`src/rtl/counter_mod_pkg.sv`:
```
// Shared defaults and helpers for the modulo up/down counter.
// Pure declarations; no logic, no latency, no backpressure.
package counter_mod_pkg;

    localparam int     DEF_WIDTH    = 8;
    localparam longint DEF_MODULUS  = 256;
    localparam int     DEF_PRESCALE = 1;
    localparam int     DEF_SATURATE = 0;

    // ceil(log2(p)), never narrower than one bit so PRESCALE=1 still has a register
    function automatic int presc_width(input int p);
        if (p <= 2) begin
            return 1;
        end
        return $clog2(p);
    endfunction

endpackage

```
`src/rtl/counter_mod_prescaler.sv`:
```
// Divides enabled clocks by PRESCALE; tick marks the last enabled clock of a phase.
// Latency: tick is combinational from enable and the phase register; phase holds while enable is low.
module prescaler
    import counter_mod_pkg::*;
#(
    parameter int PRESCALE = DEF_PRESCALE
) (
    input  logic clk,
    input  logic clr_n,
    input  logic clear,
    input  logic enable,
    output logic tick
);

    localparam int PW = presc_width(PRESCALE);
    localparam logic [PW-1:0] LAST = PW'(PRESCALE - 1);

    logic [PW-1:0] cnt;

    assign tick = enable && (cnt == LAST);

    always_ff @(posedge clk or negedge clr_n) begin
        if (!clr_n) begin
            cnt <= '0;
        end else if (clear) begin
            cnt <= '0;
        end else if (enable) begin
            if (tick) begin
                cnt <= '0;
            end else begin
                cnt <= cnt + PW'(1);
            end
        end
    end

endmodule

```
`src/rtl/counter_mod.sv`:
```
// Modulo-MODULUS up/down counter with load clamp, prescaler, wrap or saturate at the limits.
// Latency: c, tc and sat update together on the stepping edge; s_s=0 holds everything (no other backpressure).
module counter_mod
    import counter_mod_pkg::*;
#(
    parameter int     WIDTH    = DEF_WIDTH,
    parameter longint MODULUS  = DEF_MODULUS,
    parameter int     PRESCALE = DEF_PRESCALE,
    parameter int     SATURATE = DEF_SATURATE
) (
    input  logic             clk,
    input  logic             clr_n,
    input  logic             clr,
    input  logic             l,
    input  logic             s_s,
    input  logic             up,
    input  logic [WIDTH-1:0] d,
    output logic [WIDTH-1:0] c,
    output logic             tc,
    output logic             sat
);

    localparam logic [WIDTH-1:0] MAX_C = WIDTH'(MODULUS - 1);
    localparam logic [WIDTH-1:0] ONE   = WIDTH'(1);

    logic             run_q;
    logic             pre_en;
    logic             tick;
    logic             at_max;
    logic             at_zero;
    logic             dir_at_limit;
    logic [WIDTH-1:0] load_val;
    logic [WIDTH-1:0] c_step;
    logic             tc_step;
    logic             sat_step;

    // Reset release is captured here first; the count register is the second
    // stage, so the earliest step lands on the second edge after clr_n rises.
    always_ff @(posedge clk or negedge clr_n) begin
        if (!clr_n) begin
            run_q <= 1'b0;
        end else begin
            run_q <= 1'b1;
        end
    end

    assign pre_en = s_s && run_q && !clr && !l;

    prescaler #(
        .PRESCALE (PRESCALE)
    ) u_prescaler (
        .clk    (clk),
        .clr_n  (clr_n),
        .clear  (clr || l),
        .enable (pre_en),
        .tick   (tick)
    );

    assign at_max       = (c == MAX_C);
    assign at_zero      = (c == '0);
    assign dir_at_limit = up ? at_max : at_zero;
    assign load_val     = (d > MAX_C) ? MAX_C : d;

    always_comb begin
        c_step   = c;
        tc_step  = 1'b0;
        sat_step = 1'b0;
        if (up) begin
            if (at_max) begin
                if (SATURATE != 0) begin
                    sat_step = 1'b1;
                end else begin
                    c_step  = '0;
                    tc_step = 1'b1;
                end
            end else begin
                c_step = c + ONE;
                if ((SATURATE != 0) && (c_step == MAX_C)) begin
                    tc_step  = 1'b1;
                    sat_step = 1'b1;
                end
            end
        end else begin
            if (at_zero) begin
                if (SATURATE != 0) begin
                    sat_step = 1'b1;
                end else begin
                    c_step  = MAX_C;
                    tc_step = 1'b1;
                end
            end else begin
                c_step = c - ONE;
                if ((SATURATE != 0) && (c_step == '0)) begin
                    tc_step  = 1'b1;
                    sat_step = 1'b1;
                end
            end
        end
    end

    always_ff @(posedge clk or negedge clr_n) begin
        if (!clr_n) begin
            c   <= '0;
            tc  <= 1'b0;
            sat <= 1'b0;
        end else if (clr) begin
            c   <= '0;
            tc  <= 1'b0;
            sat <= 1'b0;
        end else if (l) begin
            c   <= load_val;
            tc  <= 1'b0;
            sat <= 1'b0;
        end else if (!s_s || !run_q) begin
            tc <= 1'b0;
        end else if (tick) begin
            c   <= c_step;
            tc  <= tc_step;
            sat <= sat_step;
        end else begin
            // between prescaled steps a direction flip away from the limit drops sat
            tc  <= 1'b0;
            sat <= sat && dir_at_limit;
        end
    end

endmodule

```
`config.mk`:
```
export PLATFORM = sky130hd
export DESIGN_NAME = counter_mod
export DESIGN_NICKNAME = d
export VERILOG_FILES = /design/src/rtl/counter_mod_pkg.sv /design/src/rtl/counter_mod_prescaler.sv /design/src/rtl/counter_mod.sv
export SDC_FILE = /design/constraint.sdc
export NUM_CORES = 1
export LEC_CHECK = 0
export ABC_AREA = 1
export CAP_MARGIN = 25
export CORE_ASPECT_RATIO = 1.4
export CORE_UTILIZATION = 45
export DETAILED_ROUTE_END_ITERATION = 12
export HOLD_SLACK_MARGIN = 0.08
export PLACE_DENSITY = 0.82
export SYNTH_ARGS = -nofsm -noshare
export SYNTH_HDL_FRONTEND = slang
export SYNTH_HIERARCHICAL = 1
export SYNTH_SLANG_ARGS = --single-unit
export TNS_END_PERCENT = 5
```
`constraint.sdc`:
```
create_clock -name clk -period 1.4 [get_ports clk]
set_input_delay 0.28 -clock clk [delete_from_list [all_inputs] [get_ports clk]]
set_output_delay 0.28 -clock clk [all_outputs]
set_load 0.005 [all_outputs]
```
==> run summary, run 1 <==
==================================================================================
Status                                                                complete, but fails checks
Violations in the final reports                                       negative setup slack
Cell breakdown of the critical path                                   buf_6 -> nand2_1 -> nor2_4 -> buf_6 -> nand2_1 -> nand3_1 -> nand2_1 -> nand2_1 -> nand2_1 -> nand2_1 -> nand2_1
Number of nets in the layout                                                   249
Sequential element share of the synthesized area                             28.2%
Startpoint of the worst setup timing path                                     c[1]
Type of origin of the critical path                                      flip-flop
Layout Cells excl Fill                                                         253
Port Buffers                                                                    23
Element type at the critical path end                                    flip-flop
Switching power as a share of total power                                    38.9%
Pwr/cell area                                                           856 nW/µm²
Antenna diode count                                                              0
Final wirelength                                                           3920 µm
Worst endpoint data arrival time                                           1.64 ns
Antenna violations before repair                                                 0
Gr ovfl total                                                                    0
Worst min path class                                                      in2async
Critical path type                                                         reg2reg
Starting utilization of the core area                                        48.4%
Number of levels in the clock H-tree                                             1
Hold violation count in the final report                                         0
Fraction of power consumed by the clock network                              19.6%
Critical path fanouts, max                                                       4
Total chip power                                                           1.46 mW
Synthesized instance count                                                     179
Setup repair after global routing missed its margin                           true
Static Leak                                                               0.885 nW
Die Span X                                                                 43.1 µm
Number of global-route vias before repair                                    1,305
Peak ir drop on the vdd network                                           0.653 mV
Clock sinks                                                                     12
Count of distinct cell types in the synthesized netlist                         22
IO Pins                                                                         24
Switching power summed over all nets                                        566 µW
Capture point of the worst path                                               c[3]
Global-route wire length before repair                                     5400 µm
Highest clock frequency the design can meet                              0.678 GHz
Number of warnings issued by yosys                                               6
Capture instance of the worst register-to-register path                       c[3]
Setup violations, final                                                          9
Delay of the slowest critical-path stage                                   0.46 ns
Antenna violation net count after detailed routing                               0
Beginning of the worst register-to-register path                              c[1]
Final Max Tran Viols                                                             0
DRC violations left                                                              0
Clock latency on the worst-skew pair                                       0.28 ns
MaxCap Viol Count                                                                0
Mean post-synth cell area                                                 5.95 µm²
Slowest library cell on the worst path                                sky130_fd_sc_hd__dfrtp_2
Minimum setup slack among reg-to-reg paths                                -0.08 ns
Num CTS Buffers                                                                  3
Worst-case clock skew                                                  0.000915 ns
Family of cells with the greatest summed delay on the critical path   simple AND/OR/NAND/NOR gates
CTS Buffer Depth                                                                 2
Internal Dissipation                                                        891 µW
Worst reg-to-reg path cell count                                                11
Layout-stage area growth over the synthesis result                           59.8%
Std-Cell Core Area                                                        2200 µm²
Required time of the critical path                                         1.57 ns
Final worst path period need                                               1.48 ns
Relative contribution of sequential cells to total power                     30.6%
All-layer global routing usage                                               28.1%
Fraction of layout instances using a drive strength above 1                  35.1%
Post-Route Hold Slack                                                     0.317 ns
CTS tree                                                                      done
Net Count, Synth                                                               196
Routability Congestion                                                       0.943
Combined area of all synthesized cells                                    1060 µm²
HPWL after DPL                                                             2480 µm
FF+latch count, synth                                                           12
Placed cells                                                                   242
Part of the power in combinational logic                                     49.8%
Die outline height                                                         59.6 µm
Period utilisation layout                                                     105%
Average via count per standard cell                                           5.68
Die outline area                                                          2570 µm²
Count of buffer and inverter cells on the critical path                          2
Most common cell on crit path                                         sky130_fd_sc_hd__nand2_1
Root buffer cell                                                      sky130_fd_sc_hd__clkbuf_4
DR iter-0 viols                                                                 66
Largest net degree at the start of global routing                               13
Levels on crit path                                                             11
Average routed wire per standard cell                                      15.5 µm
Post-Route Setup TNS                                                     -0.431 ns
Total via count in the routed design                                         1,437
Clock slew seen by the registers of the worst setup and hold paths         0.08 ns
First-pass detailed-route iteration total                                        4
Setup slack after layout                                                -0.0760 ns
FP Rows                                                                         20
==================================================================================
cells by family (layout without fill, tap and decap cells):
logic type,after synthesis,in the layout,share of synthesized area [%]
compound gates,13,13,8.34
buf+inv,27,79,12.7
simple gates,123,123,46.9
flops,12,12,28.2
fa+ha+maj,3,3,3.53
other cells,1,1,0.352
timing repair:
action,CTS,global route
resized for setup,21,47
hold buffers,0,0
endpoints found under the setup margin,20,11
pin swaps,3,14
hold endpoints to repair,0,0
buffers inserted,0,7
cells in the final DEF, fill, tap and decap left out, drive strengths merged, types with 6 or more instances in the layout:
cell	n
buf	33
dlygate4sd2	8
nand3	16
clkbuf	6
nand2	65
inv	20
nor2	38
dfrtp	12
o21ai	9
clkdlybuf4s50	10
worst min-delay path by stage:
stage	from	to	slack, ns	cells after the start
4_1_cts	clr_n	tc	0.30	2
3_3_place_gp	sat	sat	0.50	2
3_5_place_dp	sat	sat	0.51	2
6_report	clr_n	c[4]	0.32	2
5_1_grt	clr_n	run_q	0.33	2
2_1_floorplan	clr_n	c[0]	-0.02	0
through the flow:
step	setup slack (ns)	util, %	area, µm²
after floorplan	-0.0459	-	1070
after global placement	-0.444	66.8	1470
after detailed placement	-0.597	66.8	1470
after CTS	-0.173	68.9	1520
after global routing	-0.224	77.3	1700
final	-0.0760	77.3	1700
synthesized netlist by cell type (all sizes together):
| master | n | area (µm²) |
|---|---|---|
| o211ai | 1 | 7.51 |
| nand4 | 1 | 6.26 |
| dfrtp | 12 | 300 |
| nand3 | 16 | 80.1 |
| and3 | 1 | 6.26 |
| ha | 3 | 37.5 |
| nand2 | 65 | 244 |
| o21ai | 9 | 63.8 |
| conb | 1 | 3.75 |
| nor2 | 38 | 150 |
| inv | 20 | 75.1 |
| o22ai | 2 | 12.5 |
| a21oi | 1 | 5.00 |
| or2 | 2 | 12.5 |
| buf | 7 | 60.1 |
power by group through the flow:
stage / sequential, mW / clock, mW / combinational [mW]
floorplan: 0.419 / 0 / 0.331
global route: 0.452 / 0.304 / 0.785
global placement: 0.433 / 0 / 0.562
detailed placement: 0.435 / 0 / 0.584
finish: 0.446 / 0.285 / 0.725
CTS: 0.431 / 0.301 / 0.582
routing by layer:
metal | wire length (µm) | global-route usage [%]
met5 | 0 | 0
met4 | 265 | 13.9
met3 | 267 | 3.66
met2 | 2040 | 55.4
met1 | 1350 | 27.7
registers in the layout, summed over array words and instances, names as in the netlist:
signal,flops
tc,1
run_q,1
c,8
u_prescaler/cnt,1
sat,1
final cells by class:
class | count | area (µm²)
Clock buffer | 4 | 36.3
Fill cell | 155 | 500
Inverter | 20 | 80.1
Multi-Input combinational cell | 140 | 764
Sequential cell | 12 | 308
Tap cell | 22 | 27.5
Timing Repair Buffer | 55 | 485
Note: power is estimated with default switching activity, not from simulation.
==> run 2: changes to the inputs <==
--- a/config.mk
+++ b/config.mk
@@ -12,6 +12,7 @@
 export DETAILED_ROUTE_END_ITERATION = 12
 export HOLD_SLACK_MARGIN = 0.08
 export PLACE_DENSITY = 0.82
+export SKIP_CTS_REPAIR_TIMING = 1
 export SYNTH_ARGS = -nofsm -noshare
 export SYNTH_HDL_FRONTEND = slang
 export SYNTH_HIERARCHICAL = 1
==> run 2 against run 1 <==
The run still ends with negative setup slack left. Global-route usage is 1.1 points lower. Setup slack worse by 0.073 ns. Worst hold slack worse by 0.029 ns. Non-clock buffer count is 5 lower. Power is 3.8% lower. Clock-buffer cell count stayed put. Flip-flop and latch count stayed put. Fmax is 4.7% lower. Die area stayed put. Cell count is 2.0% lower.
==> run summary, run 2 (synthesis results as in run 1) <==
==================================================================================
Antenna diode count                                                              0
Fraction of layout instances using a drive strength above 1                  28.3%
Die outline height                                                         59.6 µm
Count of buffer and inverter cells on the critical path                          1
Period utilisation layout                                                     111%
Hold violation count in the final report                                         0
Total via count in the routed design                                         1,336
Number of nets in the layout                                                   244
Average via count per standard cell                                           5.39
Final Max Tran Viols                                                             0
IO Pins                                                                         24
Clock sinks                                                                     12
Internal Dissipation                                                        866 µW
Number of levels in the clock H-tree                                             1
Clock slew seen by the registers of the worst setup and hold paths         0.09 ns
Most frequent cells in the layout                                     sky130_fd_sc_hd__nand2_1 (62), sky130_fd_sc_hd__nor2_1 (28), sky130_fd_sc_hd__buf_4 (24)
Required time of the critical path                                         1.12 ns
Average routed wire per standard cell                                      14.4 µm
Status                                                                complete, but fails checks
Fraction of power consumed by the clock network                              21.4%
Total of fill cells in the finished design                                     158
Static Leak                                                               0.939 nW
Critical path type                                                         reg2out
Number of global-route vias before repair                                    1,258
CTS Buffer Depth                                                                 2
Worst-case clock skew                                                   0.00280 ns
Std-Cell Core Area                                                        2200 µm²
Type of origin of the critical path                                      flip-flop
Final worst path period need                                               1.55 ns
Element type at the critical path end                                  output port
Antenna violation net count after detailed routing                               0
FP Rows                                                                         20
Setup violations, final                                                         11
Critical path fanouts, max                                                       5
Starting utilization of the core area                                        48.4%
First-pass detailed-route iteration total                                        4
Core utilization of the finished layout                                      74.7%
DR iter-0 viols                                                                 55
Root buffer cell                                                      sky130_fd_sc_hd__clkbuf_4
Gr ovfl total                                                                    0
Delay of the slowest critical-path stage                                   0.53 ns
CTS tree                                                                      done
Worst endpoint data arrival time                                           1.27 ns
Most common cell after layout, fill and taps aside                    sky130_fd_sc_hd__nand2_1
DRC violations left                                                              0
Pwr/cell area                                                           852 nW/µm²
Cell breakdown of the critical path                                   clkdlybuf4s50_1
HPWL after DPL                                                             2480 µm
Post-Route Setup TNS                                                      -1.10 ns
Largest net degree at the start of global routing                               13
All-layer global routing usage                                               27.0%
Setup slack after layout                                                 -0.149 ns
Die outline area                                                          2570 µm²
Setup repair after global routing missed its margin                           true
Switching power summed over all nets                                        535 µW
Post-Route Hold Slack                                                     0.288 ns
Global-route wire length before repair                                     5200 µm
Peak ir drop on the vdd network                                           0.685 mV
Port Buffers                                                                    23
Num CTS Buffers                                                                  3
Violations in the final reports                                       negative setup slack
Routability Congestion                                                       0.943
Family of cells with the greatest summed delay on the critical path   buffers and inverters
Register with the highest flop count                                             c
Highest clock frequency the design can meet                              0.646 GHz
Relative contribution of sequential cells to total power                     31.3%
Final wirelength                                                           3570 µm
Total chip power                                                           1.40 mW
Number of flip-flops under the largest register name                             8
Part of the power in combinational logic                                     47.2%
Switching power as a share of total power                                    38.2%
MaxCap Viol Count                                                                0
Slowest library cell on the worst path                                sky130_fd_sc_hd__clkdlybuf4s50_1
Clock latency on the worst-skew pair                                       0.29 ns
Worst min path class                                                      in2async
Antenna violations before repair                                                 0
Die Span X                                                                 43.1 µm
Layout-stage area growth over the synthesis result                           54.5%
==================================================================================
-- run 2: cell types whose count changed in the layout (fill, tap and decap cells not counted), moves of 3 or more --
| cell | change |
|---|---|
| sky130_fd_sc_hd__dlygate4sd2_1 | -8 |
| sky130_fd_sc_hd__dlymetal6s2s_1 | +8 |
| sky130_fd_sc_hd__nand2_1 | +5 |
| sky130_fd_sc_hd__buf_6 | -4 |
| sky130_fd_sc_hd__nand2_2 | -4 |
| sky130_fd_sc_hd__clkdlybuf4s50_1 | +3 |
| sky130_fd_sc_hd__nor2_1 | +3 |
-- run 2: power groups by stage --
stage	logic (mW)	registers, mW	clock network (mW)
finish	0.662	0.439	0.300
global route	0.724	0.445	0.303
CTS	0.590	0.428	0.301
floorplan	0.331	0.419	0
global placement	0.562	0.433	0
detailed placement	0.584	0.435	0
-- run 2: metrics by stage --
stage	instances	area, µm²	worst slack [ns]
global route	248	1650	-0.226
floorplan	179	1070	-0.0459
CTS	246	1510	-0.319
global placement	242	1470	-0.444
detailed placement	242	1470	-0.597
finish	248	1650	-0.149
-- run 2: per-layer routing --
metal	vias to the layer above	part of all wire (%)	GRT usage, %
li1	644	-	-
met1	630	37	28.0
met2	52	56	52.5
met3	10	4.8	3.35
met4	0	2.4	12.1
met5	-	0	0
-- run 2: area by class of cell --
cell class / instances / area, µm² / area share, %
Multi-Input combinational cell: 140 / 713 / 43.3
Timing Repair Buffer: 50 / 485 / 29.5
Sequential cell: 12 / 308 / 18.7
Inverter: 20 / 75.1 / 4.56
Clock buffer: 4 / 36.3 / 2.21
Tap cell: 22 / 27.5 / 1.67
-- run 2: path summary, 6_finish.rpt --
check                      endpoint  depth (start not counted)  slack [ns]  startpoint
setup / recovery               c[5]                          1       -0.15        c[5]
hold / removal                   tc                          2        0.29       clr_n
setup reg to reg               c[2]                         10       -0.14        c[1]
hold reg to reg                 sat                          2        0.55         sat
max in group asynchronous      c[2]                          2        0.93       clr_n
min in group clk               c[1]                          3        0.44         clr
